File: src/rtl/audio_pkg.sv
// audio_pkg: shared word width, capture FSM states and bit-counter sizing
package audio_pkg;
  localparam int DEF_DATA_W = 16;
  typedef enum logic [1:0] {IDLE, SYNC, SHIFT, GAP} state_t;
  function automatic int cnt_w(input int w);
    return $clog2(w + 1);
  endfunction
  localparam int CNT_W = cnt_w(DEF_DATA_W);
endpackage

File: src/rtl/i2s_pair_buffer.sv
// i2s_pair_buffer: valid/ready holding register for a stereo pair with mono mix and sticky overrun
module i2s_pair_buffer
  import audio_pkg::*;
#(
  parameter int DATA_W = DEF_DATA_W
) (
  input  logic              i_clk,
  input  logic              i_rst_n,
  input  logic              i_load,
  input  logic [DATA_W-1:0] i_left,
  input  logic [DATA_W-1:0] i_right,
  input  logic              i_ready,
  input  logic              i_clr_ovr,
  output logic              o_valid,
  output logic [DATA_W-1:0] o_left,
  output logic [DATA_W-1:0] o_right,
  output logic [DATA_W-1:0] o_mono,
  output logic              o_overrun
);
  logic              w_take;
  logic [DATA_W:0]   w_sum;
  assign w_take = i_load && (!o_valid || i_ready);
  // one extra bit keeps the sum exact, so halving it can never wrap
  assign w_sum  = {i_left[DATA_W-1], i_left} + {i_right[DATA_W-1], i_right};
  always_ff @(posedge i_clk or negedge i_rst_n)
    if (!i_rst_n) begin
      o_valid   <= 1'b0;
      o_left    <= '0;
      o_right   <= '0;
      o_mono    <= '0;
      o_overrun <= 1'b0;
    end else begin
      o_valid   <= w_take || (o_valid && !i_ready);
      o_left    <= w_take ? i_left : o_left;
      o_right   <= w_take ? i_right : o_right;
      o_mono    <= w_take ? w_sum[DATA_W:1] : o_mono;
      o_overrun <= (i_load && o_valid && !i_ready) || (o_overrun && !i_clr_ovr);
    end
endmodule

File: src/rtl/i2s_adc_receiver.sv
// i2s_adc_receiver: I2S ADC deserializer pairing left/right words into a valid/ready stream
module i2s_adc_receiver
  import audio_pkg::*;
#(
  parameter int DATA_W = DEF_DATA_W
) (
  input  logic              i_clk,
  input  logic              i_rst_n,
  input  logic              i_en,
  input  logic              i_lrc,
  input  logic              i_adcdat,
  input  logic              i_ready,
  input  logic              i_clr_ovr,
  output logic              o_valid,
  output logic [DATA_W-1:0] o_left,
  output logic [DATA_W-1:0] o_right,
  output logic [DATA_W-1:0] o_mono,
  output logic              o_overrun,
  output logic              o_sync_err
);
  localparam int CW = cnt_w(DATA_W);
  state_t            r_state, w_next;
  logic              r_lrc_q, r_left_ok, r_pair;
  logic [CW-1:0]     r_cnt;
  logic [DATA_W-2:0] r_sh;
  logic [DATA_W-1:0] r_left, r_right, w_word;
  logic              w_edge, w_fall, w_shift, w_done, w_err;
  assign w_edge  = i_lrc ^ r_lrc_q;
  assign w_fall  = r_lrc_q & ~i_lrc;
  assign w_shift = r_state == SHIFT && i_en && !w_edge;
  assign w_done  = w_shift && r_cnt == CW'(DATA_W - 1);
  assign w_err   = r_state == SHIFT && i_en && w_edge;
  assign w_word  = {r_sh, i_adcdat};
  always_ff @(posedge i_clk or negedge i_rst_n)
    if (!i_rst_n) r_state <= IDLE;
    else r_state <= w_next;
  always_comb begin
    w_next = r_state;
    case (r_state)
      IDLE:    w_next = SYNC;
      SYNC:    w_next = w_fall ? SHIFT : SYNC;
      SHIFT:   w_next = w_done ? GAP : SHIFT;
      GAP:     w_next = w_edge ? SHIFT : GAP;
      default: w_next = IDLE;
    endcase
    if (!i_en) w_next = IDLE;
  end
  // an LRC edge mid-word restarts the count, so the edge cycle doubles as the new delay bit
  always_ff @(posedge i_clk or negedge i_rst_n)
    if (!i_rst_n) begin
      r_lrc_q    <= 1'b0;
      r_cnt      <= '0;
      r_sh       <= '0;
      r_left_ok  <= 1'b0;
      r_left     <= '0;
      r_right    <= '0;
      r_pair     <= 1'b0;
      o_sync_err <= 1'b0;
    end else begin
      r_lrc_q    <= i_lrc;
      r_cnt      <= (w_shift && !w_done) ? r_cnt + 1'b1 : '0;
      r_sh       <= w_shift ? w_word[DATA_W-2:0] : r_sh;
      r_left_ok  <= (!i_en || w_err) ? 1'b0 : (w_done ? !r_lrc_q : r_left_ok);
      r_left     <= (w_done && !r_lrc_q) ? w_word : r_left;
      r_right    <= (w_done && r_lrc_q) ? w_word : r_right;
      r_pair     <= w_done && r_lrc_q && r_left_ok;
      o_sync_err <= w_err;
    end
  i2s_pair_buffer #(.DATA_W(DATA_W)) u_buf (
    .i_clk     (i_clk),
    .i_rst_n   (i_rst_n),
    .i_load    (r_pair),
    .i_left    (r_left),
    .i_right   (r_right),
    .i_ready   (i_ready),
    .i_clr_ovr (i_clr_ovr),
    .o_valid   (o_valid),
    .o_left    (o_left),
    .o_right   (o_right),
    .o_mono    (o_mono),
    .o_overrun (o_overrun)
  );
endmodule

File: config.mk
export PLATFORM = sky130hd
export DESIGN_NAME = i2s_adc_receiver
export DESIGN_NICKNAME = d
export VERILOG_FILES = /design/src/rtl/audio_pkg.sv /design/src/rtl/i2s_pair_buffer.sv /design/src/rtl/i2s_adc_receiver.sv
export SDC_FILE = /design/constraint.sdc
export NUM_CORES = 1
export LEC_CHECK = 0
export BUFFER_PORTS_ARGS = -buffer_cell sky130_fd_sc_hd__buf_2
export CAP_MARGIN = 20
export CORE_MARGIN = 1
export CORE_UTILIZATION = 58
export CTS_CLUSTER_DIAMETER = 40
export CTS_CLUSTER_SIZE = 24
export DETAILED_ROUTE_END_ITERATION = 8
export PLACE_DENSITY = 0.79
export SLEW_MARGIN = 20
export SYNTH_ARGS = -nofsm -noshare
export SYNTH_HDL_FRONTEND = slang
export SYNTH_SLANG_ARGS = --single-unit
File: constraint.sdc
create_clock -name i_clk -period 2.6 [get_ports i_clk]
set_input_delay 0.26 -clock i_clk [delete_from_list [all_inputs] [get_ports i_clk]]
set_output_delay 0.26 -clock i_clk [all_outputs]
set_load 0.005 [all_outputs]
=== Yosys cells after proc, flatten, opt, wreduce, memory -nomap -nowiden ===
Index checks and enable logic that the tools add are counted.

* Bits in registers: 108
* Input port bits: 7
* Output and inout port bits: 51

* Add/subtract/negate cells: 2
* Equal/unequal tests: 4
* Muxes and demuxes: 8
* Bitwise gates (word level): 3
* Reduce and logical (&&, ||, !) cells: 26

{| class="wikitable"
|+ Operators with widths
! kind !! count
|-
| adder 16 x 16 -> 17 bit || 1
|-
| logical AND 1 bit || 13
|-
| case mux 2 bit (4 select lines) || 1
|-
| zero test 1 bit || 7
|-
| adder 5 x 1 -> 5 bit (second input constant) || 1
|-
| == test 5 x 4 -> 1 bit (second input constant) || 1
|-
| 2-to-1 mux 5 bit || 1
|-
| == test 2 bit (second input constant) || 2
|-
| logical OR 1 bit || 4
|-
| 2-to-1 mux 1 bit || 4
|-
| 2-to-1 mux 2 bit || 2
|-
| == test 2 x 1 -> 1 bit (second input constant) || 1
|-
| zero test 2 bit || 1
|-
| nonzero test 2 bit || 1
|-
| AND 1 bit || 1
|-
| NOT 1 bit || 1
|-
| bitwise XOR 1 bit || 1
|}

=== Depth between registers and ports, before layout ===
Gate-level depths: netlist (run 1).

* Depth after elaboration: 7
* Mapped depth: 7
* Mapped depth without buffers: 7

=== Hierarchy ===
A second synthesis (run 1) with hierarchy kept.

* Cells, all modules: 373
* Area, all modules: 4907.2 sq um

{| class="wikitable"
|+ By module, submodules not included
! module !! instances !! cells each !! area each (sq um) !! sequential area each (sq um)
|-
| i2s_pair_buffer || 1 || 232 || 2668.8 || 1251.2
|-
| i2s_adc_receiver || 1 || 141 || 2238.4 || 1451.4
|}

=== Least setup slack after synthesis (run 1) ===
OpenSTA, ideal clock, no wires.

* Kind: register to register
* Start: register r_left[0]
* End: register u_buf.o_mono[9]
* Setup time: 0.070 ns
* Data arrival time: 2.094 ns
* Required time: 2.530 ns
* Slack: 0.436 ns
* Cell stages (with the launch flop): 8
* Buffers on the path: 0
* Cell sequence: dfrtp_1 and2_1 fa_1 a21o_1 a221oi_2 o221ai_2 a2111oi_2 nand3b_1

* Cells in the longest elaborated chain, start to end: 1

{| class="wikitable"
|+ Ends and longest elaborated chain
! element !! RTL line !! text
|-
| start, declared || i2s_adc_receiver.sv:26 || <nowiki>logic [DATA_W-1:0] r_left, r_right, w_word;</nowiki>
|-
| start signal, assigned || i2s_adc_receiver.sv:64 || <nowiki>r_left <= (w_done && !r_lrc_q) ? w_word : r_left;</nowiki>
|-
| adder 16 x 16 -> 17 bit || i2s_pair_buffer.sv:24 || <nowiki>assign w_sum = {i_left[DATA_W-1], i_left} + {i_right[DATA_W-1], i_right};</nowiki>
|-
| end signal, assigned || i2s_pair_buffer.sv:36 || <nowiki>o_mono <= w_take ? w_sum[DATA_W:1] : o_mono;</nowiki>
|-
| end, declared || i2s_pair_buffer.sv:17 || <nowiki>output logic [DATA_W-1:0] o_mono,</nowiki>
|}

No other way between the ends.
A chain may end at the register's enable or synchronous reset.

=== Worst setup path in the final report (run 1) ===
Ends and elaborated chain as after synthesis.

==> flow_summary.ini, run 1 <==
[status]
status = complete, no violations

[global_route]
antenna_found_initial = 0
overflow = 0
grt_pass1_vias = 3468
grt_pass1_wl_um = 16500
grt_max_degree = 59
grt.total_usage_pct = 24.4

[synth]
ys_top_cells_by_area = dfrtp_1, mux2_2, nand2_1
synth_cells = 448
ys_ff_latch = 108
synthArstFlopShare_pct = 100
yosysTopAreaCellShare_pct = 55.3
yosysTopAreaCell = dfrtp_1
ys_types = 56
synth_edf_count = 0
synth_ff_type = dfrtp_1
ys_seq_area_share_pct = 55.3
synth-warning-count = 0
netlist_area_um2 = 4880
yosysMostFrequentCell = nand2_1
yosys-top-cells-count = nand2_1, dfrtp_1, mux2_2
synth.avg_cell_area_um2 = 10.9
synth_fp_nets = 474

[floorplan]
num_rows = 33
die_area_um2 = 8790
die_x_um = 93.8
dieHeight_um = 93.8
initial_utilization_pct = 59.7
core-area_um2 = 8180
io_pins = 58

[worst_setup_path]
critical_path.max_stage_delay_ns = 0.42
critPathLaunchType = flip-flop
crit_end = u_buf.o_mono[9]
crit_chain = and2_1, fa_1, a21o_1, a221oi_2, o221ai_2, a2111oi_2, nand3b_1
reg2reg_to = u_buf.o_mono[9]
crit_path_start = r_left[0]
crit_path_end_kind = flip-flop
cpMaxStageDelayCell = fa_1
worstRegToRegCells = 7
r2r_slack_ns = 0.23
cp.required_ns = 2.91
r2r-start = r_left[0]
critPathMaxFanout = 4
crit_arrival_ns = 2.68
worstSetupPathType = reg2reg

[cts]
cts_tree = yes
cts_buffer_depth = 2
clkSinkCount = 108
cts.htree.levels = 3
numCtsBuffers = 9
post_cts.repair.setup_buffers = 0
worstSkewPairLatency_ns = 0.38
cts_root_buf = clkbuf_8
clkTransAtPathRegs_ns = 0.10

[cells_and_area]
antenna_cells = 0
fillers = 645
syn2layout_area_growth_pct = 12.8
utilization_pct = 67.4
stdcell_count = 617
nets = 533
drive_above_1_share_pct = 26.4
regArea_um2 = 2700
multi_input_area_um2 = 2060

[drt]
num_vias = 3498
totalWireLength_um = 9770
viasPerCell = 5.67
wl_per_cell_um = 15.8
drc = 0
first_pass_iters = 4
dr.first_iter.drc_count = 201
ant_nets = 0

[sta]
fmax_ghz = 0.422
rsz0062_at_grt = false
slew_headroom_pct = 56.0
layout_min_cycle_time_ns = 2.37
hold_violations = 0
fin_ws_ns = 0.232
max_slew.worst_pin.slew_ns = 0.643
setup_viol_count_final = 0
finClkSkew_ns = 0.00960
fin_crit_sh_pct = 91.1
slew_violations = 0
final.setup.tns_ns = 0

[placed_design]
detailedPlace.worstSlack_ns = 0.278
placedCellCount = 599
port_buffers = 57
place_congestion = 0.831
dp_hpwl_um = 6920

[pwr]
ir_drop_v = 0.000271
power_mw = 2.73
p_leak_nw = 3.02
powerDensity_nw_per_um2 = 495

[flow_run]
cap_violations = 0

[hold_path]
min_path_type = in2reg
## where the power goes
part | total [mW] | leakage, nW | internal [mW] | switching [mW]
clock | 0.964 | 0.0904 | 0.383 | 0.581
combinational | 0.0631 | 1.43 | 0.0214 | 0.0417
sequential | 1.70 | 1.50 | 1.69 | 0.00995
total | 2.73 | 3.02 | 2.09 | 0.633
## per-layer routing
metal / track usage (%) / share of wire (%) / up-vias
met3: 4.85 / 5.1 / 15
met1: 34.6 / 47 / 1729
li1: - / - / 1668
met4: 8.97 / 1.5 / 0
met5: 0 / 0 / -
met2: 37.5 / 46 / 86
## how the worst min path moves through the flow
stage / from / endpoint / slack, ns / depth (start not counted)
after floorplan: i_rst_n / o_sync_err / -0.04 / 0
after global routing: i_clr_ovr / u_buf.o_overrun / 0.07 / 2
final: i_clr_ovr / u_buf.o_overrun / 0.07 / 2
after CTS: i_clr_ovr / u_buf.o_overrun / 0.06 / 2
after global placement: i_rst_n / u_buf.o_left[14] / 0.18 / 1
after detailed placement: i_rst_n / r_left[15] / 0.18 / 1
## layout by cell type, fill, tap and decap left out, types with 4 or more instances in the layout
| cell type | netlist | final |
|---|---|---|
| buf_4 | 0 | 8 |
| xnor2_1 | 5 | 5 |
| buf_2 | 4 | 56 |
| nand4_1 | 6 | 6 |
| nand2b_1 | 4 | 4 |
| nor3_1 | 4 | 4 |
| a21oi_1 | 13 | 13 |
| nand3_1 | 7 | 7 |
| ha_1 | 18 | 18 |
| mux2_2 | 44 | 44 |
| a21o_1 | 10 | 10 |
| inv_1 | 12 | 12 |
| nand2_1 | 117 | 116 |
| clkbuf_8 | 0 | 10 |
| nor2_1 | 14 | 14 |
| dfrtp_1 | 108 | 108 |
| o21ai_0 | 5 | 5 |
## worst max-delay path: cells and delay by family (launching register included)
kind | cells | cell delay (ns)
DFF | 1 | 0.41
AOI/OAI and AO/OA | 4 | 1.15
and+or+nand+nor | 2 | 0.32
adders and majority gates | 1 | 0.42
## cell families (layout without fill, tap and decap cells)
family                   after synthesis  after routing  synth area share (%)
multiplexers                          47             47                  10.8
adder cells (fa/ha/maj)               19             19                  5.02
buffers and inverters                 31             95                  2.48
XOR/XNOR                               7              7                  1.26
AO/OA/AOI/OAI                         67             67                  10.1
flip-flops                           108            108                  55.3
AND/OR/NAND/NOR                      169            169                  14.9
## state kept, by name, indices dropped and copies added, names as in the netlist, 2 cells and up
| signal | count |
|---|---|
| r_left | 16 |
| r_right | 16 |
| u_buf.o_left | 16 |
| u_buf.o_mono | 16 |
| u_buf.o_right | 16 |
| r_sh | 15 |
| r_cnt | 5 |
| r_state | 2 |
## final cells by class
class | instances | share of cell area, %
Timing Repair Buffer | 67 | 6.90
Clock inverter | 6 | 0.886
Sequential cell | 108 | 49.1
Multi-Input combinational cell | 309 | 37.5
Inverter | 12 | 0.818
Clock buffer | 10 | 2.50
Tap cell | 105 | 2.38
## through the flow
stage / instance area [µm²] / hold slack, ns
3_3_place_gp: 5300 / 0.181
4_1_cts: 5510 / 0.0572
5_1_grt: 5510 / 0.0718
2_1_floorplan: 4880 / -0.0356
3_5_place_dp: 5300 / 0.179
6_report: 5510 / 0.0663
## repair_timing
action | CTS | global route
hold buffers | 2 | 0
hold endpoints to repair | 23 | 0
resized for setup | 0 | 0
Power figures use the tool's default switching activity.
==> run 2, diff against run 1 <==
RECOVER_POWER = 50   (was unset)
==> run 2 against run 1 <==
Routed wire length shrank 1.0%; setup slack improved by 0.0017 ns; power is 0.23% lower; sequential share of layout area is 0.10 points higher; via count down 0.20%; combinational power shrank 2%; sequential power barely moved; largest cell class unchanged; largest power group unchanged.
==> flow_summary.ini, run 2 (synthesized netlist as in run 1, its figures left out) <==
[drt]
viasPerCell = 5.66
wl_per_cell_um = 15.7
totalWireLength_um = 9670
ant_nets = 0
num_vias = 3491
first_pass_iters = 5
drc = 0
dr.first_iter.drc_count = 189

[cells_and_area]
antenna_cells = 0
drive_above_1_share_pct = 25.4
layout_commonest_cell = nand2_1
fillers = 650
final_cell_mix = nand2_1, dfrtp_1, buf_2
stdcell_area_um2 = 5500
nets = 533
syn2layout_area_growth_pct = 12.6

[sta]
layout_min_cycle_time_ns = 2.37
fmax_ghz = 0.423
rsz0062_at_grt = false
setup_viol_count_final = 0
finClkSkew_ns = 0.0106
hold_violations = 0
final.setup.tns_ns = 0
slew_headroom_pct = 11.6
fin_crit_sh_pct = 91.0
fin_ws_ns = 0.234
whs_ns = 0.0682
slew_violations = 0
max_slew.worst_pin.slew_ns = 1.33

[placed_design]
place_congestion = 0.831
detailedPlace.worstSlack_ns = 0.278
dp_hpwl_um = 6920
placed_area_um2 = 5300
port_buffers = 57

[hold_path]
whs_path_depth = 2
min_path_type = in2reg
hp-start = i_clr_ovr
holdPathEnd = u_buf.o_overrun

[pwr]
ir_drop_v = 0.000268
p_leak_nw = 3.00
powerDensity_nw_per_um2 = 495

[global_route]
grt_pass1_vias = 3468
grt.total_usage_pct = 24.4
overflow = 0
antenna_found_initial = 0
grt_max_degree = 59
grt_pass1_wl_um = 16500

[worst_setup_path]
reg2reg_to = u_buf.o_mono[9]
critPathLaunchType = flip-flop
r2r_slack_ns = 0.23
cpMaxStageDelayCell = dfrtp_1
r2r-start = r_left[0]
worstPathBufferInverterCount = 0
crit_family = compound AO/OA/AOI/OAI gates
worstSetupPathType = reg2reg
worstRegToRegCells = 7
crit_arrival_ns = 2.67
crit_path_end_kind = flip-flop
crit_chain = and2_1, fa_1, a21o_1, a221oi_2, o221ai_2, a2111oi_2, nand3b_1
critical_path.max_stage_delay_ns = 0.41
critPathMaxFanout = 4
cp.required_ns = 2.91

[floorplan]
io_pins = 58
die_x_um = 93.8
dieHeight_um = 93.8
initial_utilization_pct = 59.7
core-area_um2 = 8180
num_rows = 33
die_area_um2 = 8790

[status]
status = complete, no violations

[cts]
cts_tree = yes
cts_buffer_depth = 2
numCtsBuffers = 9
cts_resized = 0
cts_root_buf = clkbuf_8
clkTransAtPathRegs_ns = 0.10
clkSinkCount = 108
worstSkewPairLatency_ns = 0.38
post_cts.repair.setup_buffers = 0
cts.htree.levels = 3
hold_buffers = 2

[flow_run]
cap_violations = 0
-- run 2: cell count changes in the layout (fill, tap and decap cells not counted), sizes merged --
cell,change
buf,-6
clkbuf,+6
-- run 2: per-layer routing --
metal  vias to the layer above  track usage [%]  part of all wire (%)
met3                        18             4.85                   4.4
met1                      1730             34.6                    48
li1                       1668                -                     -
met5                         -                0                     0
met4                         0             8.97                   1.7
met2                        75             37.5                    46
-- run 2: stage by stage --
step	std cells	total power [mW]	utilization (%)
4_1_cts	617	2.74	67.4
3_3_place_gp	599	1.79	64.9
3_5_place_dp	599	1.80	64.9
2_1_floorplan	448	1.75	-
5_1_grt	617	2.82	67.2
6_report	617	2.72	67.2
-- run 2: worst register-to-register path, stage by stage (launching register included) --
cell and delay [ns]:
dfrtp_1 0.41, and2_1 0.18, fa_1 0.41, a21o_1 0.23, a221oi_2 0.40, o221ai_2 0.19, a2111oi_2 0.35, nand3b_1 0.14
-- run 2: area by class of cell --
class                   instances  area [µm²]  area share, %
inverters                      12        45.0          0.819
multi-input cells             309        2060           37.5
well taps                     105         131           2.39
flip-flops and latches        108        2700           49.2
clock buffers                  10         138           2.50
clock inverters                 6        48.8          0.888
repair buffers                 67         369           6.71
-- run 2: power by group --
group / leakage, nW / switching, mW / internal, mW
clock: 0.0904 / 0.576 / 0.383
sequential: 1.50 / 0.00996 / 1.69
combinational: 1.41 / 0.0415 / 0.0203
total: 3.00 / 0.627 / 2.09
-- run 2: worst max-delay path by stage --
stage	from	endpoint	slack, ns	cells past startpoint
floorplan	r_left[0]	u_buf.o_mono[9]	0.44	7
finish	r_left[0]	u_buf.o_mono[9]	0.23	7
detailed placement	r_left[0]	u_buf.o_mono[9]	0.28	7
global route	r_left[0]	u_buf.o_mono[9]	0.08	7
CTS	r_left[0]	u_buf.o_mono[9]	0.24	7
global placement	r_left[0]	u_buf.o_mono[9]	0.33	7
